==> src/rtl/photonic_packet_tx.sv <==
// Buffered packet transmitter for one photonic link port: packets queue in a FIFO
// and leave as NUM_FLITS LSB-first flits of LINK_WIDTH bits, paced by tx_grant.
module photonic_packet_tx #(
  parameter int ID_WIDTH   = 4,
  parameter int DATA_WIDTH = 32,
  parameter int LINK_WIDTH = 8,
  parameter int FIFO_DEPTH = 4
) (
  input  logic                              clk,
  input  logic                              rst,
  input  logic                              in_valid,
  output logic                              in_ready,
  input  logic [ID_WIDTH-1:0]               dest_id,
  input  logic [DATA_WIDTH-1:0]             data,
  input  logic [ID_WIDTH-1:0]               src_id,
  input  logic                              tx_enable,
  input  logic                              tx_grant,
  output logic                              tx_valid,
  output logic [LINK_WIDTH-1:0]             tx_out,
  output logic                              tx_sof,
  output logic                              tx_eof,
  output logic [$clog2(FIFO_DEPTH+1)-1:0]   fifo_count
);

  localparam int PKT_WIDTH = 2*ID_WIDTH + DATA_WIDTH;
  localparam int NUM_FLITS = (PKT_WIDTH + LINK_WIDTH - 1) / LINK_WIDTH;
  localparam int SH_W      = NUM_FLITS * LINK_WIDTH;
  localparam int PTR_W     = (FIFO_DEPTH > 1) ? $clog2(FIFO_DEPTH) : 1;
  localparam int CNT_W     = $clog2(FIFO_DEPTH+1);
  localparam int FC_W      = (NUM_FLITS > 1) ? $clog2(NUM_FLITS) : 1;

  typedef enum logic {IDLE, SEND} state_e;

  state_e               state_q, state_d;
  logic [PKT_WIDTH-1:0] mem_q [FIFO_DEPTH];
  logic [PTR_W-1:0]     wr_ptr_q, wr_ptr_d, rd_ptr_q, rd_ptr_d;
  logic [CNT_W-1:0]     count_q, count_d;
  logic [SH_W-1:0]      shift_q, shift_d;
  logic [FC_W-1:0]      flit_cnt_q, flit_cnt_d;
  logic                 sof_q, sof_d, eof_q, eof_d;
  logic                 push, pop, consume, last_flit, fifo_empty;

  function automatic logic [PTR_W-1:0] ptr_inc(input logic [PTR_W-1:0] p);
    return (p == PTR_W'(FIFO_DEPTH-1)) ? '0 : p + PTR_W'(1);
  endfunction

  assign fifo_empty = (count_q == '0);
  assign in_ready   = (count_q != CNT_W'(FIFO_DEPTH));
  assign fifo_count = count_q;

  assign push      = in_valid && in_ready;
  assign consume   = (state_q == SEND) && tx_grant;
  assign last_flit = (flit_cnt_q == FC_W'(NUM_FLITS-1));
  // A new packet loads either from idle or on the edge retiring the eof flit (no bubble).
  assign pop       = tx_enable && !fifo_empty && ((state_q == IDLE) || (consume && last_flit));

  always_comb begin
    state_d    = state_q;
    shift_d    = shift_q;
    flit_cnt_d = flit_cnt_q;
    sof_d      = sof_q;
    eof_d      = eof_q;
    wr_ptr_d   = push ? ptr_inc(wr_ptr_q) : wr_ptr_q;
    rd_ptr_d   = pop  ? ptr_inc(rd_ptr_q) : rd_ptr_q;
    count_d    = count_q + CNT_W'(push) - CNT_W'(pop);
    if (pop) begin
      state_d    = SEND;
      shift_d    = SH_W'(mem_q[rd_ptr_q]);
      flit_cnt_d = '0;
      sof_d      = 1'b1;
      eof_d      = (NUM_FLITS == 1);
    end else if (consume) begin
      if (last_flit) begin
        // Shift register returns to zero so an idle lane drives all-zero.
        state_d    = IDLE;
        shift_d    = '0;
        flit_cnt_d = '0;
        sof_d      = 1'b0;
        eof_d      = 1'b0;
      end else begin
        shift_d    = shift_q >> LINK_WIDTH;
        flit_cnt_d = flit_cnt_q + FC_W'(1);
        sof_d      = 1'b0;
        eof_d      = (flit_cnt_d == FC_W'(NUM_FLITS-1));
      end
    end
  end

  always_ff @(posedge clk or posedge rst) begin
    if (rst) begin
      state_q    <= IDLE;
      wr_ptr_q   <= '0;
      rd_ptr_q   <= '0;
      count_q    <= '0;
      shift_q    <= '0;
      flit_cnt_q <= '0;
      sof_q      <= 1'b0;
      eof_q      <= 1'b0;
    end else begin
      state_q    <= state_d;
      wr_ptr_q   <= wr_ptr_d;
      rd_ptr_q   <= rd_ptr_d;
      count_q    <= count_d;
      shift_q    <= shift_d;
      flit_cnt_q <= flit_cnt_d;
      sof_q      <= sof_d;
      eof_q      <= eof_d;
    end
  end

  always_ff @(posedge clk) begin
    if (push) mem_q[wr_ptr_q] <= {src_id, data, dest_id};
  end

  assign tx_valid = (state_q == SEND);
  assign tx_out   = shift_q[LINK_WIDTH-1:0];
  assign tx_sof   = sof_q;
  assign tx_eof   = eof_q;

endmodule
==> config.mk <==
export PLATFORM = sky130hd
export DESIGN_NAME = photonic_packet_tx
export DESIGN_NICKNAME = d
export VERILOG_FILES = /design/src/rtl/photonic_packet_tx.sv
export SDC_FILE = /design/constraint.sdc
export NUM_CORES = 1
export LEC_CHECK = 0
export ABC_AREA = 1
export CAP_MARGIN = 20
export CORE_UTILIZATION = 45
export CTS_BUF_LIST = sky130_fd_sc_hd__clkbuf_16
export DETAILED_ROUTE_END_ITERATION = 7
export HOLD_SLACK_MARGIN = 0.05
export PLACE_DENSITY = 0.69
export SLEW_MARGIN = 20
export SYNTH_ARGS = -nofsm -noshare
export SYNTH_HDL_FRONTEND = slang
export SYNTH_SLANG_ARGS = --single-unit
==> constraint.sdc <==
create_clock -name clk -period 3.5 [get_ports clk]
set_clock_uncertainty 0.05 [all_clocks]
set_input_delay 0.7 -clock clk [delete_from_list [all_inputs] [get_ports clk]]
set_output_delay 0.7 -clock clk [all_outputs]
set_load 0.005 [all_outputs]
==> impl_metrics.csv <==
group,metric,value,unit
run_status,status,"complete, no violations",
setup_path,crit_path_start_kind,"flip-flop",
layout,drive_gt1_frac,0.06734,
sta,hold_viol,0,
setup_path,worstPathArrival,1.61,ns
routing,wirelength,18030,um
layout,nets,930,
yosys,synth_area,8851,um^2
setup_path,crit_type,"reg -> out",
die,die_area,20230,um^2
hold_path,hp-class,"reg -> reg",
setup_path,path_max_fanout,4,
clocking,clockBufferDepth,3,
place,hpwl,10150,um
die,fp-row-count,50,
layout,seqCellArea,6132,um^2
sta,layout_min_cycle_time,2.355,ns
setup_path,r2r-start,"flit_cnt_q[0]",
pwr,switchingPower,2.836,mW
pwr,leakagePower,4.297,nW
clocking,root_buffer,"clkbuf_16",
pwr,clkPwrFrac,0.269,
yosys,synth_cells,828,
setup_path,end_kind,"output port",
clocking,path_clk_slew,0.06,ns
yosys,synth_warnings,0,
setup_path,cp_slowest_cell,"clkdlybuf4s50_1",
job,max-cap-violations,0,
yosys,syn_nets,884,
global_routing,grt_max_degree,83,
sta,maxSlewHeadroom,0.3481,
place,placed_area,9625,um^2
sta,final_max_slew_viol_count,0,
routing,ant_nets,0,
pwr,peakVddDrop,464.5,uV
pwr,p_per_area,802.7,nW/um^2
clocking,postCtsHoldBufs,0,
pwr,swShare,0.3420,
die,core,19020,um^2
routing,wl_per_cell,15.65,um
place,placed_cells,1109,
setup_path,crit_chain,"nor2_2 -> nand2_1 -> clkdlybuf4s50_1",
place,io_buffers,59,
routing,drt_iter0_markers,463,
layout,finalNonFillerCells,1152,
sta,rsz0062_at_grt,"false",
sta,finalSetupTns,0,ns
yosys,synth_top_cell_by_area,"edfxtp_1",
setup_path,cp.required,2.75,ns
layout,fillerInstances,1671,
hold_path,hp-start,"tx_sof",
yosys,ys_top_cells_by_area,"edfxtp_1 54%, nand2_1 15%, dfrtp_1 15%, nand3_1 5.7%, buf_2 1.8%",
clocking,tritoncts,"yes",
routing,vias_per_cell,5.043,
sta,hold_slack,0.4164,ns
routing,vias,5809,
yosys,syn_area_per_cell,10.69,um^2
global_routing,grt_pass1_wl,29750,um
setup_path,cpPeakStageDelay,0.44,ns
clocking,cts_inserted_buffers,23,
clocking,cts.sinks,213,
place,gp_congestion,0.7818,
yosys,ys_types,23,
yosys,ys_seq_area_frac,0.6927,
global_routing,antenna_found_initial,0,
pwr,p_comb_frac,0.300,
layout,multi_input_area,2392,um^2
setup_path,critPathLaunch,"fifo_count[1]",
die,die_h,142.2,um
layout,final_cell_area,10330,um^2
layout,syn_to_final_growth,16.71,%
global_routing,first_global_vias,5709,
sta,max_freq,424.6,MHz
die,initial_utilization,0.4654,
routing,dr.pass1.iters,5,
clocking,cts-resized-gates,0,
clocking,insertion_delay,0.51,ns
die,num_io_pins,60,
pwr,seqPwrFrac,0.431,
die,die_x,142.2,um
clocking,cts_max_level,1,
sta,tightest_slew,0.9765,ns
global_routing,grt_overflow_total,0,
sta,setup_viol_count_final,0,
global_routing,track_usage,0.1915,
yosys,synth_top_area_share,0.5428,
sta,fin_crit_sh,0.6730,
routing,drc,0,
layout,final_core_util,0.5432,
pwr,internal-power,5.456,mW
yosys,ys_ff_latch,213,
clocking,postCtsSetupBuffers,0,
power by group through the flow:
stage / clock [mW] / combinational, mW / sequential [mW]
after floorplan: 0 / 1.77 / 3.59
after global placement: 0 / 2.46 / 3.61
after detailed placement: 0 / 2.51 / 3.62
after CTS: 2.27 / 2.53 / 3.57
after global routing: 2.37 / 2.85 / 3.63
final: 2.23 / 2.48 / 3.57
logic make-up (layout without fill, tap and decap cells):
family,count (synthesis),after routing,synth area share
buffers and inverters,71,134,0.04043
and+or+nand+nor,499,499,0.2300
DFF,213,213,0.6927
AOI/OAI and AO/OA,31,31,0.01753
adders and majority gates,11,11,0.01640
other,0,1,0
xor gates and xnor gates,3,3,0.002969
synthesized netlist by cell type:
master,n
buf_2,31
o21ai_1,3
nor2_4,1
nand3_2,2
a21oi_1,3
edfxtp_1,160
dfrtp_1,53
nand3_1,101
nand2_1,359
nand2_2,2
ha_1,10
buf_4,14
inv_2,4
clkbuf_1,6
xnor2_1,2
o21ai_0,25
nand2_4,1
nor2_2,1
nor2_1,31
nor3_1,1
xor2_1,1
fa_1,1
inv_1,16
metal layers:
layer,GRT usage,up-vias,routed length [um]
met2,0.3181,167,8575
met1,0.2671,2768,8192
met4,0.04358,0,287
li1,-,2846,-
met5,0,-,0
met3,0.02759,28,976
sequential cells by signal, summed over array words and instances (netlist names):
name,cells
rd_ptr_q,2
mem_q,160
tx_sof,1
tx_valid,1
fifo_count,3
flit_cnt_q,3
shift_q,40
wr_ptr_q,2
tx_eof,1
path summary, 6_finish.rpt:
path / cells after the start / to / slack, ns
setup / recovery: 3 / in_ready / 1.14
hold / removal: 2 / tx_sof / 0.42
setup reg to reg: 13 / fifo_count[2] / 1.20
hold reg to reg: 2 / tx_sof / 0.42
max in group asynchronous: 3 / flit_cnt_q[2] / 2.23
min in group asynchronous: 2 / shift_q[21] / 0.53
through the flow:
stage               setup WS [ns]  total power [mW]
floorplan                  0.4452             5.359
global placement           0.7337             6.063
detailed placement         0.6816             6.136
CTS                         1.123             8.375
global route                1.046             8.848
finish                      1.145             8.292
critical path, delay by kind of cell (launching register included):
kind                   cells  cell delay, ns
buffers and inverters      1            0.44
AND/OR/NAND/NOR            2            0.23
flip-flops                 1            0.43
layout make-up:
cell class / instances / area share
Sequential cell: 213 / 0.5936
Multi-Input combinational cell: 544 / 0.2316
Timing Repair Buffer: 72 / 0.06783
Clock buffer: 23 / 0.05572
Tap cell: 260 / 0.03149
Clock inverter: 19 / 0.01223
Inverter: 20 / 0.007267
Antenna cell: 1 / 0.0002422
cell usage in the layout, fill, tap and decap left out, drive strengths merged:
master,n
o21ai,28
ha,10
nand2,362
diode,1
a21oi,3
clkdlybuf4s50,59
xnor2,2
edfxtp,160
nor3,1
clkbuf,23
dfrtp,53
bufinv,1
nand3,103
inv,25
nor2,33
buf,13
clkinv,12
xor2,1
clkinvlp,1
fa,1
Note: power is estimated with default switching activity, not from simulation.
==> variant, RTL diff (same flow settings) <==
`DATA_WIDTH`: 32 -> 16.
--- a/src/rtl/photonic_packet_tx.sv
+++ b/src/rtl/photonic_packet_tx.sv
@@ -4,3 +4,3 @@
   parameter int ID_WIDTH   = 4,
-  parameter int DATA_WIDTH = 32,
+  parameter int DATA_WIDTH = 16,
   parameter int LINK_WIDTH = 8,
Ports: changed (resized data); port bits go from 60 to 44. No check against the original RTL was run, so the function may have changed too.
==> variant against the unedited design <==
  * The flow now finishes with violations (design-rule violations)
  * Count of clock-buffer cells in the layout fell by 6
  * Synthesized area fell by 38%
  * Wire length decreased by 38%
  * Hold slack gained 0.0016 ns
  * Combinational power decreased by 27%
  * Total power decreased by 31%
  * Setup slack worse by 0.19 ns
  * Sequential cell count down 82
  * Final area decreased by 37%
==> variant: results (changes against the unedited design) <==
stage,metric,value,unit,change
yosys,Syn Inst Count,494,,-40%
final_layout,# nets final,571,,-39%
yosys,Synth top cells by count,"178 x nand2_1, 96 x edfxtp_1, 65 x nand3_1",,
detailed_routing,WL/cell,16.1,um,+3.1%
final_layout,ANT cells,0,,-1
clocking,clock buffer depth,2,,-1
clocking,clk_lat worst skew,0.41,ns,-0.10 ns
yosys,share of flip-flops with an asynchronous set or reset,26.7,%,+1.8 points
yosys,post-synthesis xor/xnor area fraction,0.321,%,+0.025 points
clocking,Worst-path clk slew,0.05,ns,
setup_path,Worst EP arrival,2.78,ns,+1.17 ns
power,VDD IR-drop max,319,uV,-31%
yosys,Compound-Gate Fraction of Synth Area,3.33,%,+1.6 points
timing,slew at the pin closest to its max-slew limit,0.843,ns,-0.133 ns
final_layout,fin cells,689,,-40%
power,Leak Pwr,2.68,nW,-38%
placement,dpl ws,0.534,ns,-0.148 ns
global_route,Total GRT Usage,18.9,%,-0.22 points
detailed_routing,drt first-iter violations,313,,-32%
clocking,number of CTS-inserted buffers,17,,-26%
run_status,failing checks,design-rule violations,,
placement,number of I/O port buffers,43,,-27%
clocking,htree depth,4,,+3
yosys,Post-synth EDFFs,96,,-40%
yosys,"Net Count, Synth",531,,-40%
yosys,sequential share of the synthesized area,69.0,%,-0.29 points
detailed_routing,# DRC,2,,+2
final_layout,max reg flops,96,,-40%
final_layout,share of cells above drive strength 1,9.71,%,+3.0 points
setup_path,Max Fanout on Critical Path,19,,+15
placement,DP Wirelength,6.40,mm,-37%
final_layout,fill count,971,,-42%
detailed_routing,router iterations before antenna repair,8,,+3
global_route,largest net degree at the start of global routing,51,,-39%
run_status,outcome,finished with violations,,
global_route,first-pass GRT wire length,17.9,mm,-40%
yosys,synthesized-area fraction occupied by adder cells,1.97,%,+0.33 points
yosys,Unique masters post-synth,26,,+13%
yosys,ranking of synthesized cells by area,"edfxtp_1 53%, dfrtp_1 16%, nand2_1 12%",,
placement,dpl cells,658,,-41%
[variant: metrics by stage]
stage	util [%]	cell area [um2]
5_1_grt	56.1	6520
6_report	56.1	6520
3_3_place_gp	51.2	5950
2_1_floorplan	-	5450
3_5_place_dp	51.2	5950
4_1_cts	56.1	6520
[variant: final cells by class]
class,instances,share of cell area [%]
inverters,18,1.08
clock inverters,14,2.17
well taps,143,2.75
repair buffers,52,7.64
clock buffers,17,6.53
flip-flops and latches,131,57.7
multi-input cells,314,22.1
[variant: worst max-delay path, stage by stage]
cell and delay [ns]:
clkdlybuf4s50_1 0.48, nand3_1 0.13, nand2_2 0.08, nand2_4 0.18
inv_2 0.14, ha_1 0.29, inv_1 0.04, ha_1 0.19
fa_1 0.38, xor2_1 0.17
[variant: power breakdown]
group / internal (mW) / total, mW / switching (mW)
registers: 2.09 / 2.25 / 0.158
logic: 0.612 / 1.81 / 1.20
clock network: 1.04 / 1.68 / 0.646
[variant: path summary, 6_finish.rpt]
check	from	endpoint	slack, ns	cells after the start
max	tx_grant	fifo_count[2]$_DFF_PP0_	0.96	10
min	tx_sof$_DFFE_PP0P_	tx_sof$_DFFE_PP0P_	0.42	2
max reg2reg	fifo_count[1]$_DFF_PP0_	fifo_count[2]$_DFF_PP0_	1.21	9
min reg2reg	tx_sof$_DFFE_PP0P_	tx_sof$_DFFE_PP0P_	0.42	2
max in group asynchronous	rst	shift_q[0]$_DFFE_PP0P_	2.44	3
min in group asynchronous	rst	wr_ptr_q[0]$_DFFE_PP0P_	0.64	3
[variant: cells by family (layout without fill, tap and decap cells)]
family          after synthesis  in the layout
flops                       131            131
simple gates                272            272
compound gates               32             32
fa+ha+maj                     8              8
buf+inv                      49            101
xor+xnor                      2              2
[variant: routing by layer]
layer / vias up / global-route usage [%] / share of wire (%) / routed length, um
met4: 0 / 7.11 / 1.2 / 131
met2: 94 / 30.1 / 50 / 5570
met3: 12 / 4.37 / 4.4 / 490
li1: 1752 / - / - / -
met1: 1750 / 25.6 / 44 / 4920
met5: - / 0 / 0 / 0
